File: config.mk
export PLATFORM = sky130hd
export DESIGN_NAME = pipe_ctrl_v2
export DESIGN_NICKNAME = d
export VERILOG_FILES = /design/src/rtl/pipe_ctrl_pkg.sv /design/src/rtl/pipe_ctrl_v2_sat_counter.sv /design/src/rtl/pipe_ctrl_v2.sv
export SDC_FILE = /design/constraint.sdc
export NUM_CORES = 1
export LEC_CHECK = 0
export ABC_AREA = 1
export BUFFER_PORTS_ARGS = -buffer_cell sky130_fd_sc_hd__buf_4
export CORE_MARGIN = 4
export CORE_UTILIZATION = 36
export CTS_CLUSTER_SIZE = 14
export DETAILED_ROUTE_END_ITERATION = 8
export HOLD_SLACK_MARGIN = 0.05
export PLACE_DENSITY = 0.69
export SLEW_MARGIN = 30
export SYNTH_ARGS = -nofsm -noshare
export SYNTH_HDL_FRONTEND = slang
export SYNTH_SLANG_ARGS = --single-unit
File: constraint.sdc
create_clock -name clk -period 1.6 [get_ports clk]
set_input_delay 0.32 -clock clk [delete_from_list [all_inputs] [get_ports clk]]
set_output_delay 0.32 -clock clk [all_outputs]
set_load 0.05 [all_outputs]
File: src/rtl/pipe_ctrl_pkg.sv
// Shared types, exception cause codes and the redirect-vector mapping
// for the pipeline stall/flush controller.
`timescale 1ns/1ps
package pipe_ctrl_pkg;

    typedef enum logic [1:0] {
        ST_IDLE,
        ST_DRAIN,
        ST_FLUSH
    } state_t;

    localparam logic [31:0] EXC_INT  = 32'h1;
    localparam logic [31:0] EXC_SYS  = 32'h8;
    localparam logic [31:0] EXC_RI   = 32'ha;
    localparam logic [31:0] EXC_OV   = 32'hc;
    localparam logic [31:0] EXC_TR   = 32'hd;
    localparam logic [31:0] EXC_ERET = 32'he;

    // Interrupts and eret have dedicated targets; every other cause shares one vector.
    function automatic logic [31:0] map_vector(input logic [31:0] cause,
                                               input logic [31:0] epc,
                                               input logic [31:0] vec_int,
                                               input logic [31:0] vec_gen);
        case (cause)
            EXC_INT:  return vec_int;
            EXC_ERET: return epc;
            default:  return vec_gen;
        endcase
    endfunction

endpackage

File: src/rtl/pipe_ctrl_v2_sat_counter.sv
// Up-counter with enable and synchronous clear that sticks at all-ones.
`timescale 1ns/1ps
module sat_counter #(
    parameter int W = 16
) (
    input  logic         clk,
    input  logic         rst_n,
    input  logic         en,
    input  logic         clr,
    output logic [W-1:0] cnt
);

    // NOTE: sequential state uses non-blocking assignments and an async reset branch.
    always_ff @(posedge clk or negedge rst_n) begin
        if (!rst_n) begin
            cnt <= '0;
        end else if (clr) begin
            cnt <= '0;
        end else if (en && (cnt != {W{1'b1}})) begin
            cnt <= cnt + 1'b1;
        end
    end

endmodule

File: src/rtl/pipe_ctrl_v2.sv
// Pipeline stall/flush controller: per-stage stall vector, exception flush
// sequencing behind outstanding bus traffic, stall statistics and watchdog.
`timescale 1ns/1ps
module pipe_ctrl_v2
    import pipe_ctrl_pkg::*;
#(
    parameter int          NSTAGES      = 6,
    parameter logic [31:0] VEC_INT      = 32'h20,
    parameter logic [31:0] VEC_GEN      = 32'h40,
    parameter int          FLUSH_CYCLES = 1,
    parameter int          CNT_W        = 16,
    parameter int          TIMEOUT      = 1024
) (
    input  logic               clk,
    input  logic               rst_n,
    input  logic [NSTAGES-1:0] stall_req_i,
    input  logic               bus_busy_i,
    input  logic [31:0]        excepttype_i,
    input  logic [31:0]        cp0_epc_i,
    input  logic               perf_clr_i,
    output logic [NSTAGES-1:0] stall_o,
    output logic               flush_o,
    output logic [31:0]        new_pc_o,
    output logic [CNT_W-1:0]   stall_cnt_o,
    output logic               timeout_o
);

    localparam int FC_W = (FLUSH_CYCLES > 1) ? $clog2(FLUSH_CYCLES) : 1;
    localparam int WD_W = (TIMEOUT > 1) ? $clog2(TIMEOUT) : 1;

    state_t             state_q, state_d;
    logic [31:0]        vec_q;
    logic [FC_W-1:0]    flush_cnt_q;
    logic [NSTAGES-1:0] req_stall;
    int                 top_req;
    logic               exc;
    logic               any_req;
    logic               idle;

    assign exc     = |excepttype_i;
    assign any_req = |stall_req_i;
    assign idle    = (state_q == ST_IDLE);

    // Stall everything up to the highest requesting stage; an IF stall also holds ID.
    always_comb begin
        top_req   = 0;
        req_stall = '0;
        for (int i = 1; i < NSTAGES; i++) begin
            if (stall_req_i[i]) top_req = i;
        end
        if (top_req == 1) top_req = 2;
        if (top_req != 0) begin
            for (int j = 0; j < NSTAGES; j++) begin
                req_stall[j] = (j <= top_req);
            end
        end
    end

    always_ff @(posedge clk or negedge rst_n) begin
        if (!rst_n) begin
            state_q <= ST_IDLE;
        end else begin
            state_q <= state_d;
        end
    end

    // NOTE: every combinational output gets a default first so no latch is inferred.
    always_comb begin
        state_d = state_q;
        case (state_q)
            ST_IDLE:  if (exc) state_d = bus_busy_i ? ST_DRAIN : ST_FLUSH;
            ST_DRAIN: if (!bus_busy_i) state_d = ST_FLUSH;
            ST_FLUSH: if (flush_cnt_q == '0) state_d = ST_IDLE;
            default:  state_d = ST_IDLE;
        endcase
    end

    // Outputs are forced low while reset is asserted, not just from the next edge.
    always_comb begin
        stall_o  = '0;
        flush_o  = 1'b0;
        new_pc_o = '0;
        if (rst_n) begin
            case (state_q)
                ST_IDLE:  stall_o = exc ? {NSTAGES{1'b1}} : req_stall;
                ST_DRAIN: stall_o = {NSTAGES{1'b1}};
                ST_FLUSH: begin
                    flush_o  = 1'b1;
                    new_pc_o = vec_q;
                end
                default: ;
            endcase
        end
    end

    always_ff @(posedge clk or negedge rst_n) begin
        if (!rst_n) begin
            vec_q <= '0;
        end else if (idle && exc) begin
            vec_q <= map_vector(excepttype_i, cp0_epc_i, VEC_INT, VEC_GEN);
        end
    end

    // Preloaded outside FLUSH so the first flush cycle already sees the full count.
    always_ff @(posedge clk or negedge rst_n) begin
        if (!rst_n) begin
            flush_cnt_q <= '0;
        end else if (state_q != ST_FLUSH) begin
            flush_cnt_q <= FC_W'(FLUSH_CYCLES - 1);
        end else if (flush_cnt_q != '0) begin
            flush_cnt_q <= flush_cnt_q - 1'b1;
        end
    end

    sat_counter #(.W(CNT_W)) u_stall_cnt (
        .clk   (clk),
        .rst_n (rst_n),
        .en    (idle && stall_o[0]),
        .clr   (perf_clr_i),
        .cnt   (stall_cnt_o)
    );

    generate
        if (TIMEOUT > 0) begin : g_wd
            logic [WD_W-1:0] wd_cnt;
            logic            wd_run;
            logic            wd_hit;

            assign wd_run    = idle && any_req;
            assign wd_hit    = wd_run && (wd_cnt == WD_W'(TIMEOUT - 1));
            assign timeout_o = rst_n && wd_hit;

            sat_counter #(.W(WD_W)) u_wd_cnt (
                .clk   (clk),
                .rst_n (rst_n),
                .en    (wd_run),
                .clr   (!wd_run || wd_hit),
                .cnt   (wd_cnt)
            );
        end else begin : g_no_wd
            assign timeout_o = 1'b0;
        end
    endgenerate

endmodule

==> impl_metrics.env <==
export IMPL_h_tree_depth=3
export IMPL_drt_total_wl_mm=10.46
export IMPL_diodes=0
export IMPL_finalHoldViolCount=0
export IMPL_drc=0
export IMPL_cts_buffers_inserted=9
export IMPL_fmax_mhz=482.9
export IMPL_yosysTopAreaCellShare_pct=45.20
export IMPL_synth_cell_types=31
export IMPL_io_buffers=129
export IMPL_dieArea_um2=10830
export IMPL_yosysMostFrequentCell="nand2_1"
export IMPL_powerDensity_nw_per_um2=632.6
export IMPL_critical_path_class="reg -> out"
export IMPL_worstPathRequired_ps=1280
export IMPL_startpoint_type="flop"
export IMPL_start_util_pct=37.54
export IMPL_syn_nets=522
export IMPL_grt_pass1_vias=3629
export IMPL_firstDrtPassIters=4
export IMPL_dpl_worst_slack_ps=-395.1
export IMPL_drtIter0Drc=118
export IMPL_cp_buffers_inverters=1
export IMPL_synthFlopType="dfrtp_1"
export IMPL_period_share_pct=129.4
export IMPL_async_flop_share_pct=100.0
export IMPL_finalPower_uw=3652
export IMPL_status="finished with violations"
export IMPL_clk_latency_ps=340
export IMPL_end_kind="primary output"
export IMPL_synth_area_leaders="dfrtp_1 45%, nand2_1 12%, nor2_1 9.8%"
export IMPL_vias=3479
export IMPL_tns_ps=-9341
export IMPL_fin_ws_ps=-470.7
export IMPL_slowest_delay_ps=390
export IMPL_row_count=34
export IMPL_clock_tree_root_cell="clkbuf_8"
export IMPL_clkPwrFrac_pct=36.8
export IMPL_slew_headroom_pct=64.88
export IMPL_whs_ps=106.6
export IMPL_power_switching_uw=1022
export IMPL_leakagePower_uw=0.002568
export IMPL_dpl_hpwl_mm=6.827
export IMPL_switching_share_pct=27.97
export IMPL_worstMarginPinSlew_ps=526.7
export IMPL_violations="setup timing"
export IMPL_finalSetupViolCount=40
export IMPL_netlist_instances=446
export IMPL_yosys_top_cells_count="106 x nand2_1, 87 x nor2_1, 60 x dfrtp_1"
export IMPL_io_pins=130
export IMPL_core_um2=8848
export IMPL_ant_nets=0
export IMPL_max_vdd_ir_drop_v=0.0003442
export IMPL_cts_tree="done"
export IMPL_area_growth_pct=73.79
export IMPL_avgSynthCellArea_um2=7.448
export IMPL_maxCapViolCount=0
export IMPL_synth_seq_area_share_pct=45.20
export IMPL_grt_pass1_wl_mm=17.06
export IMPL_gr_total_overflow=0
export IMPL_synth_edff_count=0
export IMPL_antenna_found_initial=0
export IMPL_clock_sinks=60
export IMPL_synth_warnings=0
export IMPL_wire_per_inst_um=14.35
export IMPL_p_int_uw=2631
export IMPL_die_width_um=104.1
export IMPL_finClkSkew_ps=12.40
export IMPL_cp_slowest_cell="dfrtp_1"
export IMPL_die_h_um=104.1
export IMPL_fin_nets=693
export IMPL_yosys_area_top_type="dfrtp_1"
export IMPL_grtUsageTotal_pct=19.25
export IMPL_crit_chain="ha_4, nand3_4, nor2_4, nand4_1, nor2_1, nand2_1, nor3_4, buf_6"
export IMPL_pwr_share_comb_pct=19.9
export IMPL_syn_area_um2=3322
export IMPL_rsz0062_at_grt="true"
export IMPL_grt_max_degree=41
export IMPL_worstPathArrival_ps=1750
export IMPL_ys_ff_latch=60
export IMPL_pwr_share_seq_pct=43.2
export IMPL_slew_viol_final=0
export IMPL_min_path_type="in -> async"
export IMPL_finalWeightedCongestion=0.8836
export IMPL_fin_crit_ps=2071
export IMPL_clockBufferDepth=2
export IMPL_final_layout_size_suffix_gt1_share_pct=47.99
export IMPL_crit_fanout=2
export IMPL_critical_path_top_delay_family="simple AND/OR/NAND/NOR gates"
export IMPL_vias_per_cell=4.772
export IMPL_clk_pin_slew_ps=70
kinds of logic after synthesis:
family | share of synthesized area [%]
adders and majority gates | 0.7532
AOI/OAI and AO/OA | 7.043
xor gates and xnor gates | 4.219
DFF | 45.20
buffers and inverters | 9.416
and+or+nand+nor | 33.37
what timing repair did:
item	in CTS	in global routing
gates resized for setup	143	64
endpoints found under the setup margin	40	53
endpoints found under the hold margin	20	0
hold buffers	1	0
pin swaps	16	25
buffers inserted	8	6
cloned	4	1
power groups by stage:
stage               combinational [uW]  sequential (uW)  clock, uW
floorplan                          223             1640          0
global placement                   564             1600          0
detailed placement                 571             1600          0
CTS                                693             1570       1380
global route                       789             1580       1450
finish                             728             1580       1340
cells in the final DEF (no fill, tap or decap), types with 2 or more instances in the layout:
cell and instances:
nand2_1 96, o21ai_1 32, xnor2_1 3, o211ai_1 2
nand2_4 5, buf_12 6, nor3_1 4, nand2_2 8
dfrtp_1 44, buf_6 43, xor2_1 13, nand3_4 4
nand3_1 26, ha_4 2, o21ai_4 2, nand4_1 3
buf_8 15, nor2_1 40, nor2_2 7, clkinvlp_4 2
nor2_4 50, nor3b_1 3, nor3_2 2, a21oi_1 3
dfrtp_2 16, inv_2 9, inv_1 50, clkbuf_8 10
buf_4 107
metrics by stage:
step / instances / instance area, um2 / util (%)
floorplan: 446 / 3407 / -
global placement: 698 / 4682 / 52.91
detailed placement: 698 / 4682 / 52.91
CTS: 726 / 5552 / 62.74
global route: 729 / 5773 / 65.24
finish: 729 / 5773 / 65.24
path summary, 6_finish.rpt:
path | start | endpoint | slack (ps) | cells past startpoint
setup / recovery | g_wd.u_wd_cnt.cnt[0] | timeout_o | -470 | 8
hold / removal | rst_n | vec_q[6] | 110 | 2
setup reg to reg | g_wd.u_wd_cnt.cnt[0] | g_wd.u_wd_cnt.cnt[9] | 70 | 8
hold reg to reg | vec_q[5] | vec_q[5] | 520 | 2
max in group asynchronous | rst_n | g_wd.u_wd_cnt.cnt[8] | 820 | 3
min in group clk | bus_busy_i | state_q[1] | 150 | 2
worst reg2reg max path: stages (launching register included):
cell and delay [ps]:
dfrtp_1 390, ha_4 170, nand3_4 90, nor2_4 100, nand4_1 110, nor2_1 100
nand2_1 100, nand2_1 250, nor2_1 90
final cells by class:
| type | instances | area, um2 |
|---|---|---|
| well taps | 108 | 135.1 |
| clock inverters | 4 | 50.05 |
| flip-flops and latches | 60 | 1521 |
| inverters | 61 | 234.0 |
| fillers | 706 | 3075 |
| repair buffers | 174 | 1695 |
| multi-input cells | 311 | 1996 |
| clock buffers | 11 | 141.4 |
per-layer routing:
layer	share of wire [%]	vias to the layer above	wire length, um	track usage (%)
met5	0	-	0	0
met4	2.1	0	220	7.597
met3	4.1	16	430	2.917
met2	55	102	5735	35.79
met1	39	1651	4071	22.00
li1	-	1710	-	-
flip-flops by register name, indices dropped and copies added (netlist names):
| signal | count |
|---|---|
| u_stall_cnt.cnt | 16 |
| state_q | 2 |
| g_wd.u_wd_cnt.cnt | 10 |
| vec_q | 32 |
Power figures use the tool's default switching activity.
